## config.mk

```make
export PLATFORM = sky130hd
export DESIGN_NAME = uart_tx_buffered
export DESIGN_NICKNAME = d
export VERILOG_FILES = /design/src/rtl/uart_pkg.sv /design/src/rtl/uart_tx_fifo.sv /design/src/rtl/uart_tx_buffered.sv
export SDC_FILE = /design/constraint.sdc
export NUM_CORES = 1
export LEC_CHECK = 0
export ABC_AREA = 1
export CAP_MARGIN = 0
export CORE_MARGIN = 5
export CORE_UTILIZATION = 45
export DETAILED_ROUTE_END_ITERATION = 16
export GPL_TIMING_DRIVEN = 0
export PLACE_DENSITY_LB_ADDON = 0.15
export SYNTH_ARGS = -nofsm -noshare
export SYNTH_HDL_FRONTEND = slang
export SYNTH_SLANG_ARGS = --single-unit
```

## constraint.sdc

```tcl
create_clock -name clk_clk -period 5.1 [get_ports clk_clk]
set_clock_uncertainty 0.2 [all_clocks]
set_input_delay 1.53 -clock clk_clk [delete_from_list [all_inputs] [get_ports clk_clk]]
set_output_delay 1.53 -clock clk_clk [all_outputs]
set_load 0.02 [all_outputs]
```

## src/rtl/uart_pkg.sv

```systemverilog
// Shared UART definitions: the state encoding is common to the transmitter and
// the UART_RX receiver so both debug outputs decode the same way on GPIO.
package uart_pkg;

  typedef enum logic [1:0] {
    IDLE  = 2'd0,
    START = 2'd1,
    DATA  = 2'd2,
    STOP  = 2'd3
  } uart_sm_t;

  localparam int UART_CLKS_PER_BIT_115200 = 434;
  localparam int UART_DATA_BITS           = 8;

endpackage

```

## src/rtl/uart_tx_fifo.sv

```systemverilog
// Byte FIFO with first-word-fall-through read. The extra pointer bit tells a
// full FIFO apart from an empty one when the index bits are equal.
module uart_tx_fifo #(
  parameter int DEPTH = 8
) (
  input  logic       clk,
  input  logic       rst,
  input  logic       push,
  input  logic       pop,
  input  logic [7:0] din,
  output logic [7:0] dout,
  output logic       full,
  output logic       empty
);

  localparam int AW = $clog2(DEPTH);

  logic [AW:0] wr_ptr_q, wr_ptr_d;
  logic [AW:0] rd_ptr_q, rd_ptr_d;
  logic [7:0]  mem_q [DEPTH];
  logic [7:0]  mem_d [DEPTH];
  logic        do_push;
  logic        do_pop;

  assign empty   = (wr_ptr_q == rd_ptr_q);
  assign full    = (wr_ptr_q[AW] != rd_ptr_q[AW]) &&
                   (wr_ptr_q[AW-1:0] == rd_ptr_q[AW-1:0]);
  assign dout    = mem_q[rd_ptr_q[AW-1:0]];
  assign do_push = push && !full;
  assign do_pop  = pop && !empty;

  always_comb begin
    wr_ptr_d = wr_ptr_q;
    rd_ptr_d = rd_ptr_q;
    mem_d    = mem_q;
    if (do_push) begin
      mem_d[wr_ptr_q[AW-1:0]] = din;
      wr_ptr_d                = wr_ptr_q + 1'b1;
    end
    if (do_pop) begin
      rd_ptr_d = rd_ptr_q + 1'b1;
    end
  end

  // Storage carries data only, so it is left out of reset.
  always_ff @(posedge clk) begin
    mem_q <= mem_d;
    if (rst) begin
      wr_ptr_q <= '0;
      rd_ptr_q <= '0;
    end else begin
      wr_ptr_q <= wr_ptr_d;
      rd_ptr_q <= rd_ptr_d;
    end
  end

endmodule

```

## src/rtl/uart_tx_buffered.sv

```systemverilog
// Buffered 8N1 UART transmitter: a byte FIFO feeding a bit-timing state machine
// that sends frames LSB-first, back-to-back whenever the FIFO has data.
module uart_tx_buffered
  import uart_pkg::*;
#(
  parameter int CLKS_PER_BIT = UART_CLKS_PER_BIT_115200,
  parameter int FIFO_DEPTH   = 8
) (
  input  logic       clk_clk,
  input  logic       reset_reset,
  input  logic       i_TX_DV,
  input  logic [7:0] i_TX_Byte,
  output logic       o_Ready,
  output logic       o_TX_Serial,
  output logic       o_TX_Active,
  output logic       o_TX_Done,
  output logic       o_Overflow,
  output logic [1:0] o_SM_Main
);

  localparam int CNT_W = $clog2(CLKS_PER_BIT);
  localparam int BIT_W = $clog2(UART_DATA_BITS);
  localparam logic [CNT_W-1:0] CNT_LAST = CNT_W'(CLKS_PER_BIT - 1);
  localparam logic [CNT_W-1:0] CNT_PRE  = CNT_W'(CLKS_PER_BIT - 2);
  localparam logic [BIT_W-1:0] BIT_LAST = BIT_W'(UART_DATA_BITS - 1);

  uart_sm_t         state_q, state_d;
  logic [CNT_W-1:0] cnt_q, cnt_d;
  logic [BIT_W-1:0] bit_q, bit_d;
  logic [7:0]       sh_q, sh_d;
  logic             ser_q, ser_d;
  logic             done_q, done_d;
  logic             ovf_q, ovf_d;

  logic             fifo_push;
  logic             fifo_pop;
  logic [7:0]       fifo_dout;
  logic             fifo_full;
  logic             fifo_empty;
  logic             cnt_last;

  uart_tx_fifo #(
    .DEPTH (FIFO_DEPTH)
  ) u_fifo (
    .clk   (clk_clk),
    .rst   (reset_reset),
    .push  (fifo_push),
    .pop   (fifo_pop),
    .din   (i_TX_Byte),
    .dout  (fifo_dout),
    .full  (fifo_full),
    .empty (fifo_empty)
  );

  // Ready is judged before any same-cycle pop, so a full FIFO rejects the write.
  assign o_Ready     = !fifo_full;
  assign fifo_push   = i_TX_DV && !fifo_full;
  assign cnt_last    = (cnt_q == CNT_LAST);
  assign o_TX_Serial = ser_q;
  assign o_TX_Active = (state_q != IDLE);
  assign o_TX_Done   = done_q;
  assign o_Overflow  = ovf_q;
  assign o_SM_Main   = state_q;

  always_comb begin
    state_d  = state_q;
    cnt_d    = cnt_q;
    bit_d    = bit_q;
    sh_d     = sh_q;
    ser_d    = ser_q;
    done_d   = 1'b0;
    fifo_pop = 1'b0;
    ovf_d    = ovf_q | (i_TX_DV & fifo_full);

    case (state_q)
      IDLE: begin
        ser_d = 1'b1;
        cnt_d = '0;
        bit_d = '0;
        if (!fifo_empty) begin
          fifo_pop = 1'b1;
          sh_d     = fifo_dout;
          ser_d    = 1'b0;
          state_d  = START;
        end
      end

      START: begin
        if (cnt_last) begin
          cnt_d   = '0;
          ser_d   = sh_q[0];
          sh_d    = sh_q >> 1;
          state_d = DATA;
        end else begin
          cnt_d = cnt_q + 1'b1;
        end
      end

      DATA: begin
        if (cnt_last) begin
          cnt_d = '0;
          if (bit_q == BIT_LAST) begin
            bit_d   = '0;
            ser_d   = 1'b1;
            state_d = STOP;
          end else begin
            bit_d = bit_q + 1'b1;
            ser_d = sh_q[0];
            sh_d  = sh_q >> 1;
          end
        end else begin
          cnt_d = cnt_q + 1'b1;
        end
      end

      STOP: begin
        // Registered pulse lands on the final clock of the stop bit.
        done_d = (cnt_q == CNT_PRE);
        if (cnt_last) begin
          cnt_d = '0;
          if (!fifo_empty) begin
            fifo_pop = 1'b1;
            sh_d     = fifo_dout;
            ser_d    = 1'b0;
            state_d  = START;
          end else begin
            state_d = IDLE;
          end
        end else begin
          cnt_d = cnt_q + 1'b1;
        end
      end

      default: begin
        state_d = IDLE;
      end
    endcase
  end

  always_ff @(posedge clk_clk) begin
    sh_q <= sh_d;
    if (reset_reset) begin
      state_q <= IDLE;
      cnt_q   <= '0;
      bit_q   <= '0;
      ser_q   <= 1'b1;
      done_q  <= 1'b0;
      ovf_q   <= 1'b0;
    end else begin
      state_q <= state_d;
      cnt_q   <= cnt_d;
      bit_q   <= bit_d;
      ser_q   <= ser_d;
      done_q  <= done_d;
      ovf_q   <= ovf_d;
    end
  end

endmodule

```

==> results of run 1 <==
==> power by group <==
group / internal [W] / switching (W)
combinational: 0.000200 / 0.000438
clock: 0.000185 / 0.000279
sequential: 0.000944 / 0.0000336
total: 0.00133 / 0.000751
==> state kept, by name, summed over array words and instances (netlist names) <==
register / flops
bit_q: 3
cnt_q: 9
o_Overflow: 1
o_SM_Main: 2
o_TX_Done: 1
o_TX_Serial: 1
sh_q: 8
u_fifo.mem_q: 64
u_fifo.rd_ptr_q: 4
u_fifo.wr_ptr_q: 4
==> cells by family after synthesis <==
kind of cell / count (synthesis)
AO/OA/AOI/OAI: 84
XOR/XNOR: 7
adder cells (fa/ha/maj): 11
buffers and inverters: 44
flip-flops: 97
AND/OR/NAND/NOR: 154
==> Yosys cell counts (4+ instances only) <==
cell type and instances:
sky130_fd_sc_hd__nor2_1 62, sky130_fd_sc_hd__nand2_2 11, sky130_fd_sc_hd__o221ai_1 6, sky130_fd_sc_hd__a21oi_2 4, sky130_fd_sc_hd__a21oi_1 12, sky130_fd_sc_hd__inv_2 7, sky130_fd_sc_hd__clkbuf_1 8, sky130_fd_sc_hd__o211ai_1 9
sky130_fd_sc_hd__xor2_1 5, sky130_fd_sc_hd__o21ai_0 39, sky130_fd_sc_hd__nand2_1 49, sky130_fd_sc_hd__dfxtp_1 25, sky130_fd_sc_hd__nand3_1 17, sky130_fd_sc_hd__edfxtp_1 72, sky130_fd_sc_hd__ha_1 11, sky130_fd_sc_hd__o22ai_1 9
sky130_fd_sc_hd__inv_1 23
==> cells in the final DEF (no fill, tap or decap), types with 7 or more instances in the layout <==
cell type and n:
sky130_fd_sc_hd__ha_1 11, sky130_fd_sc_hd__clkbuf_8 9, sky130_fd_sc_hd__a21oi_1 12, sky130_fd_sc_hd__edfxtp_1 72, sky130_fd_sc_hd__clkdlybuf4s50_1 16, sky130_fd_sc_hd__o211ai_1 9, sky130_fd_sc_hd__nand2_2 11, sky130_fd_sc_hd__dfxtp_1 25
sky130_fd_sc_hd__o21ai_0 39, sky130_fd_sc_hd__clkbuf_1 9, sky130_fd_sc_hd__o22ai_1 9, sky130_fd_sc_hd__nand2_1 49, sky130_fd_sc_hd__nor2_1 62, sky130_fd_sc_hd__inv_2 7, sky130_fd_sc_hd__inv_1 23, sky130_fd_sc_hd__nand3_1 17
==> metal layers <==
layer  wire, um  global-route usage, %  part of all wire [%]  up-vias
li1           -                      -                     -     1430
met1       3985                  21.93                    45     1361
met2       4240                  26.18                    48       70
met3        442                  3.733                   5.0       13
met4        133                  5.571                   1.5        0
met5          0                      0                     0        -
==> cell type report <==
cell class	count	share of cell area, %
flip-flops and latches	97	56.49
multi-input cells	256	29.63
repair buffers	16	3.398
well taps	111	2.947
clock buffers	10	2.708
inverters	31	2.522
plain buffers	13	1.248
clock inverters	6	1.062
==> worst register-to-register path, cell delays in order (launching register included) <==
cell                       delay, ps
sky130_fd_sc_hd__dfxtp_1         340
sky130_fd_sc_hd__buf_4           180
sky130_fd_sc_hd__inv_4            90
sky130_fd_sc_hd__nand2_1          60
sky130_fd_sc_hd__nand2_2          90
sky130_fd_sc_hd__nor2_4           60
sky130_fd_sc_hd__nand3b_4         80
sky130_fd_sc_hd__nand2_2         100
sky130_fd_sc_hd__inv_2            80
sky130_fd_sc_hd__nand2_1         110
sky130_fd_sc_hd__nor3_1         1030
==> worst max path at each step <==
stage                             endpoint  depth (start not counted)  slack, ps          from
after floorplan           u_fifo.mem_q[10]                          4       2140       i_TX_DV
final                          o_TX_Active                          4       1420  o_SM_Main[0]
after CTS                      o_TX_Active                          4       1400  o_SM_Main[0]
after global routing           o_TX_Active                          4       1300  o_SM_Main[0]
after detailed placement  u_fifo.mem_q[10]                          5       1120       i_TX_DV
after global placement    u_fifo.mem_q[10]                          5       1140       i_TX_DV
==> metrics by stage <==
stage | util [%] | hold WS (ps)
finish | 51.25 | 281.9
global route | 51.25 | 305.8
CTS | 51.25 | 284.2
detailed placement | 49.32 | 268.9
global placement | 49.32 | 246.9
floorplan | - | 244.6
==> key figures, run 1 <==
Logic synthesis
  – Cell types occupying the most area after synthesis: sky130_fd_sc_hd__edfxtp_1 51%, sky130_fd_sc_hd__dfxtp_1 12%, sky130_fd_sc_hd__nor2_1 5.5%
  – Xor/xnor cell area share of the yosys netlist: 1.447%
  – Post-synthesis share of cell area spent on and, or, nand and nor gates: 16.54%
  – Sequential fraction of the synthesis area: 62.85%
  – Adder-Cell Fraction of Synth Area: 3.249%
  – Synthesized-area fraction occupied by ao, oa, aoi and oai cells: 11.72%
  – Combined area of all synthesized cells: 4237 um2
  – Number of synthesized flops with an enable pin: 72
  – Combinational family with the most area after synthesis: simple AND/OR/NAND/NOR gates
  – Most used flip-flop cell after synthesis: sky130_fd_sc_hd__edfxtp_1
  – Synth unique cells: 35
  – Largest area contributor in the netlist: sky130_fd_sc_hd__edfxtp_1
  – Avg Synthesized Cell Area: 10.67 um2
  – Share of synthesized area spent on multiplexers: 0%
  – Net count of the mapped netlist: 419
  – Synth Warn #: 0
  – Share of flip-flops with an asynchronous set or reset: 0%
  – Proportion of netlist area held by the largest area contributor: 51.03%
  – Flip-flop and latch count after synthesis: 97
  – Gate Count Post-Synth: 397

Final layout
  – Final non-filler cell area: 4713 um2
  – Multi-input gate area: 1396 um2
  – Share of cells above drive strength 1: 11.66%
  – Final Non-Filler Cells: 540
  – Final net count: 446
  – Area occupied by registers: 2663 um2
  – Inserted Diodes: 0
  – Layout fillers: 825
  – Area Growth Syn to Fin: 11.25%

Timing
  – Final worst setup slack: 1419 ps
  – Final setup viols: 0
  – Highest clock frequency the design can meet: 271.6 MHz
  – Tightest Pin Transition: 1336 ps
  – Final-report max-slew violation count: 0
  – Relative slew slack: 10.25%
  – Final worst path period share: 72.18%
  – Setup repair after global routing missed its margin: false
  – Final sum of negative setup slack: 0 ps
  – Min Tclk post-route: 3681 ps
  – Endpoints failing hold: 0

Global routing
  – Pin count of the biggest net entering global routing: 18
  – Initial antenna violation count: 0
  – Via count of the first global-routing pass: 2825
  – Wire length of the first global-routing pass: 14.24 mm
  – GR Util All Layers: 16.36%
  – Leftover overflow at the end of global routing: 0

Die
  – Number of primary I/O pins: 18
  – Horizontal extent of the die: 107.0 um
  – Rows: 35
  – Starting density of the core: 46.07%
  – Floorplan core area: 9196 um2
  – Die boundary height: 107.0 um
  – Area of the die: 11460 um2

Clock tree
  – Clock latency at the later pin of the worst-skew pair: 370 ps
  – Number of H-tree branching levels: 3
  – Hold-fix buffer count after cts: 0
  – Register clock-pin slew on the reported worst setup and hold paths: 100 ps
  – Maximum number of buffers from clock root to sink: 2
  – Clk root buf: sky130_fd_sc_hd__clkbuf_8
  – Resized cells post-CTS: 0
  – TritonCTS clock tree: yes
  – Post-CTS setup buffer count: 0
  – Number of sinks driven by the clock tree: 97
  – Number of CTS-inserted buffers: 9

Detailed routing
  – Routed via count divided by cell count: 5.322
  – Initial DRC count: 251
  – Routed Wire Length: 8.801 mm
  – Post-route DRC: 0
  – Post-DRT Antenna Nets: 0
  – Overall via count from detail_route: 2874
  – Routed WL per cell: 16.30 um
  – First-pass detailed-route iteration total: 5

Placed design
  – Final estimated routing congestion in global placement: 0.8093
  – Post-DP HPWL: 6.045 mm
  – Post-placement worst setup slack: 1125 ps
  – Port Buf Inserts: 16
  – Placed cell count: 524
  – Post-place instance area: 4536 um2

Power and ir drop
  – Power per cell area: 441.2 nW/um2
  – Tot Pwr: 0.002080 W
  – Worst supply voltage drop on vdd: 0.1741 mV
  – Static leakage: 1.674 nW

Setup path
  – Cells traversed along the worst timing path: inv_1, ha_1, inv_1, clkdlybuf4s50_1
  – Reg2reg start: u_fifo.rd_ptr_q[0]
  – CP Data Required Time: 3370 ps
  – WP data arrival: 1950 ps
  – Logic depth of the worst register-to-register path: 10
  – Crit-path leading delay family: buffers and inverters
  – Most common cell type on the critical path: sky130_fd_sc_hd__inv_1
  – Type of destination of the critical path: primary output
  – Maximum fanout encountered on the critical timing path: 6
  – Cell with the biggest individual delay on the critical path: sky130_fd_sc_hd__clkdlybuf4s50_1
  – Register-to-register path setup slack: 2290 ps
  – Setup crit start kind: flop
  – Critical R2R Capture: u_fifo.mem_q[14]
  – Setup Crit Path Kind: reg -> out
  – Highest cell delay on the worst timing path: 620 ps
  – Buf/Inv on CP: 3

Status
  – Status: finished, final reports clean

Min path
  – Endpoint of the worst hold path: bit_q[2]
  – Critical hold path startpoint: bit_q[2]
  – Tightest Hold Check Type: reg -> reg
  – Hold depth: 2

Flow run
  – Number of max-cap violations: 0
Power figures use the tool's default switching activity.
==> inputs of run 2 (changes only) <==
Clock period 5.1 ns to 3.8 ns, I/O delays scaled along.
==> results of run 2 <==
Same layout as run 1 (identical final DEF). Status: finished, final reports clean.
Main changes from that run: setup slack after placement 1125 ps -> 214.8 ps; setup slack after layout 1419 ps -> 508.8 ps; register-to-register setup slack 2290 ps -> 990 ps; total power 0.002080 W -> 0.002791 W; worst IR drop on VDD 0.1741 mV -> 0.2337 mV
==> inputs of run 3 (changes only) <==
Settings changed: CORE_UTILIZATION 45 to 52.
==> run 3 against run 2 <==
Sequential cell count unchanged. Via count increased by 0.45%. Total power increased by 2.4%. Global-route usage up 1.9 points. Clock power up 11%. Combinational power down 0.8%. Clock-buffer cell count fell by 1. Die area decreased by 12%. Largest power group unchanged.
==> key figures, run 3 (synthesis results as in run 1) <==
Global routing
  – Met3 usage in global routing: 3.683%
  – Wire length of the first global-routing pass: 13.90 mm
  – Fraction of met2 tracks used by global routing: 31.04%
  – Global routing met1 resource utilization: 23.94%
  – Leftover overflow at the end of global routing: 0
  – Pin count of the biggest net entering global routing: 19
  – GR Util All Layers: 18.25%
  – Initial antenna violation count: 0
  – Most crowded layer after global routing: met2
  – Via count of the first global-routing pass: 2747

Setup path
  – Highest cell delay on the worst timing path: 630 ps
  – Buf/Inv on CP: 3
  – Crit-path leading delay family: buffers and inverters
  – Cells traversed along the worst timing path: inv_1, ha_1, inv_1, clkdlybuf4s50_1
  – Setup Crit Path Kind: reg -> out
  – CP Data Required Time: 2460 ps
  – WP data arrival: 1980 ps
  – Setup crit start kind: flop
  – Type of destination of the critical path: primary output
  – Cell with the biggest individual delay on the critical path: sky130_fd_sc_hd__clkdlybuf4s50_1
  – Maximum fanout encountered on the critical timing path: 6
  – Most common cell type on the critical path: sky130_fd_sc_hd__inv_1

Final layout
  – Inserted Diodes: 0
  – Register with the highest flop count: u_fifo.mem_q
  – Largest registers: u_fifo.mem_q: 64 flops, cnt_q: 9 flops, sh_q: 8 flops
  – Area Growth Syn to Fin: 11.96%
  – Share of cells above drive strength 1: 12.09%
  – Flip-flop count of the largest register, all copies and words added: 64
  – Final net count: 447
  – Commonest cells after routing, fill and taps aside: 72 x sky130_fd_sc_hd__edfxtp_1, 62 x sky130_fd_sc_hd__nor2_1, 49 x sky130_fd_sc_hd__nand2_1
  – Final non-filler cell area: 4743 um2
  – Layout fillers: 691
  – Most common library cell in the layout ignoring fill and taps: sky130_fd_sc_hd__edfxtp_1

Min path
  – Tightest Hold Check Type: reg -> reg

Die
  – Number of primary I/O pins: 18
  – Floorplan core area: 8093 um2
  – Starting density of the core: 52.35%
  – Die boundary height: 100.3 um
  – Rows: 33
  – Area of the die: 10050 um2
  – Horizontal extent of the die: 100.3 um

Timing
  – Tightest Pin Transition: 976.1 ps
  – Setup repair after global routing missed its margin: false
  – Post-route worst hold slack: 277.5 ps
  – Relative slew slack: 34.69%
  – Final setup viols: 0
  – Final-report max-slew violation count: 0
  – Final worst path period share: 87.25%
  – Min Tclk post-route: 3316 ps
  – Highest clock frequency the design can meet: 301.6 MHz
  – Endpoints failing hold: 0
  – Final sum of negative setup slack: 0 ps

Power and ir drop
  – Worst supply voltage drop on vdd: 0.3215 mV
  – Static leakage: 1.693 nW
  – Power per cell area: 602.8 nW/um2

Placed design
  – Port Buf Inserts: 16
  – Final estimated routing congestion in global placement: 0.7946
  – Post-place instance area: 4528 um2
  – Post-DP HPWL: 5.954 mm

Detailed routing
  – Post-route DRC: 0
  – Routed WL per cell: 16.06 um
  – Post-DRT Antenna Nets: 0
  – Initial DRC count: 161
  – Overall via count from detail_route: 2887
  – First-pass detailed-route iteration total: 7
  – Routed Wire Length: 8.592 mm
  – Routed via count divided by cell count: 5.396

Clock tree
  – Number of sinks driven by the clock tree: 97
  – Hold-fix buffer count after cts: 0
  – Number of H-tree branching levels: 3
  – Resized cells post-CTS: 0
  – Number of CTS-inserted buffers: 9
  – TritonCTS clock tree: yes
  – Clk root buf: sky130_fd_sc_hd__clkbuf_8
  – Register clock-pin slew on the reported worst setup and hold paths: 100 ps
  – Clock latency at the later pin of the worst-skew pair: 360 ps
  – Post-CTS setup buffer count: 0
  – Maximum number of buffers from clock root to sink: 2

Flow run
  – Number of max-cap violations: 0

Status
  – Status: finished, final reports clean
run 3: changes by cell type in the layout (fill, tap and decap cells not counted):
cell	delta
sky130_fd_sc_hd__buf_4	+1
sky130_fd_sc_hd__clkinv_2	-1
sky130_fd_sc_hd__clkinv_4	+1
sky130_fd_sc_hd__bufinv_16	+1
sky130_fd_sc_hd__clkbuf_1	-1
run 3: where the power goes:
part	internal, W	switching [W]
clock network	0.000316	0.000377
registers	0.00127	0.0000495
logic	0.000268	0.000582
total	0.00185	0.00101
run 3: path summary, 6_finish.rpt:
| kind | startpoint | endpoint | slack, ps | cells after the start |
|---|---|---|---|---|
| setup / recovery | o_SM_Main[0] | o_TX_Active | 480 | 4 |
| hold / removal | o_Overflow | o_Overflow | 280 | 1 |
| setup reg to reg | u_fifo.rd_ptr_q[0] | u_fifo.mem_q[32] | 1330 | 10 |
| hold reg to reg | o_Overflow | o_Overflow | 280 | 1 |
run 3: layer usage:
layer  part of all wire, %  vias up
met5                     0        -
met4                  0.36        0
met3                   5.1        2
met2                    49       58
met1                    46     1389
li1                      -     1438
run 3: cell type report:
type | count | area, um2 | share of cell area (%)
Clock inverter | 7 | 83.83 | 1.767
Buffer | 13 | 58.81 | 1.240
Sequential cell | 97 | 2663 | 56.13
Tap cell | 105 | 131.4 | 2.770
Multi-Input combinational cell | 256 | 1396 | 29.44
Timing Repair Buffer | 17 | 167.7 | 3.535
Inverter | 31 | 118.9 | 2.506
Clock buffer | 9 | 123.9 | 2.611
run 3: per-stage QoR:
step | utilization (%) | instances | power, W | setup WS (ps)
detailed placement | 55.95 | 518 | 0.002194 | 129.3
CTS | 58.52 | 534 | 0.002877 | 450.4
floorplan | - | 397 | 0.001926 | 1228
global placement | 55.95 | 518 | 0.002170 | 197.5
finish | 58.61 | 535 | 0.002859 | 484.5
global route | 58.61 | 535 | 0.003044 | 382.6
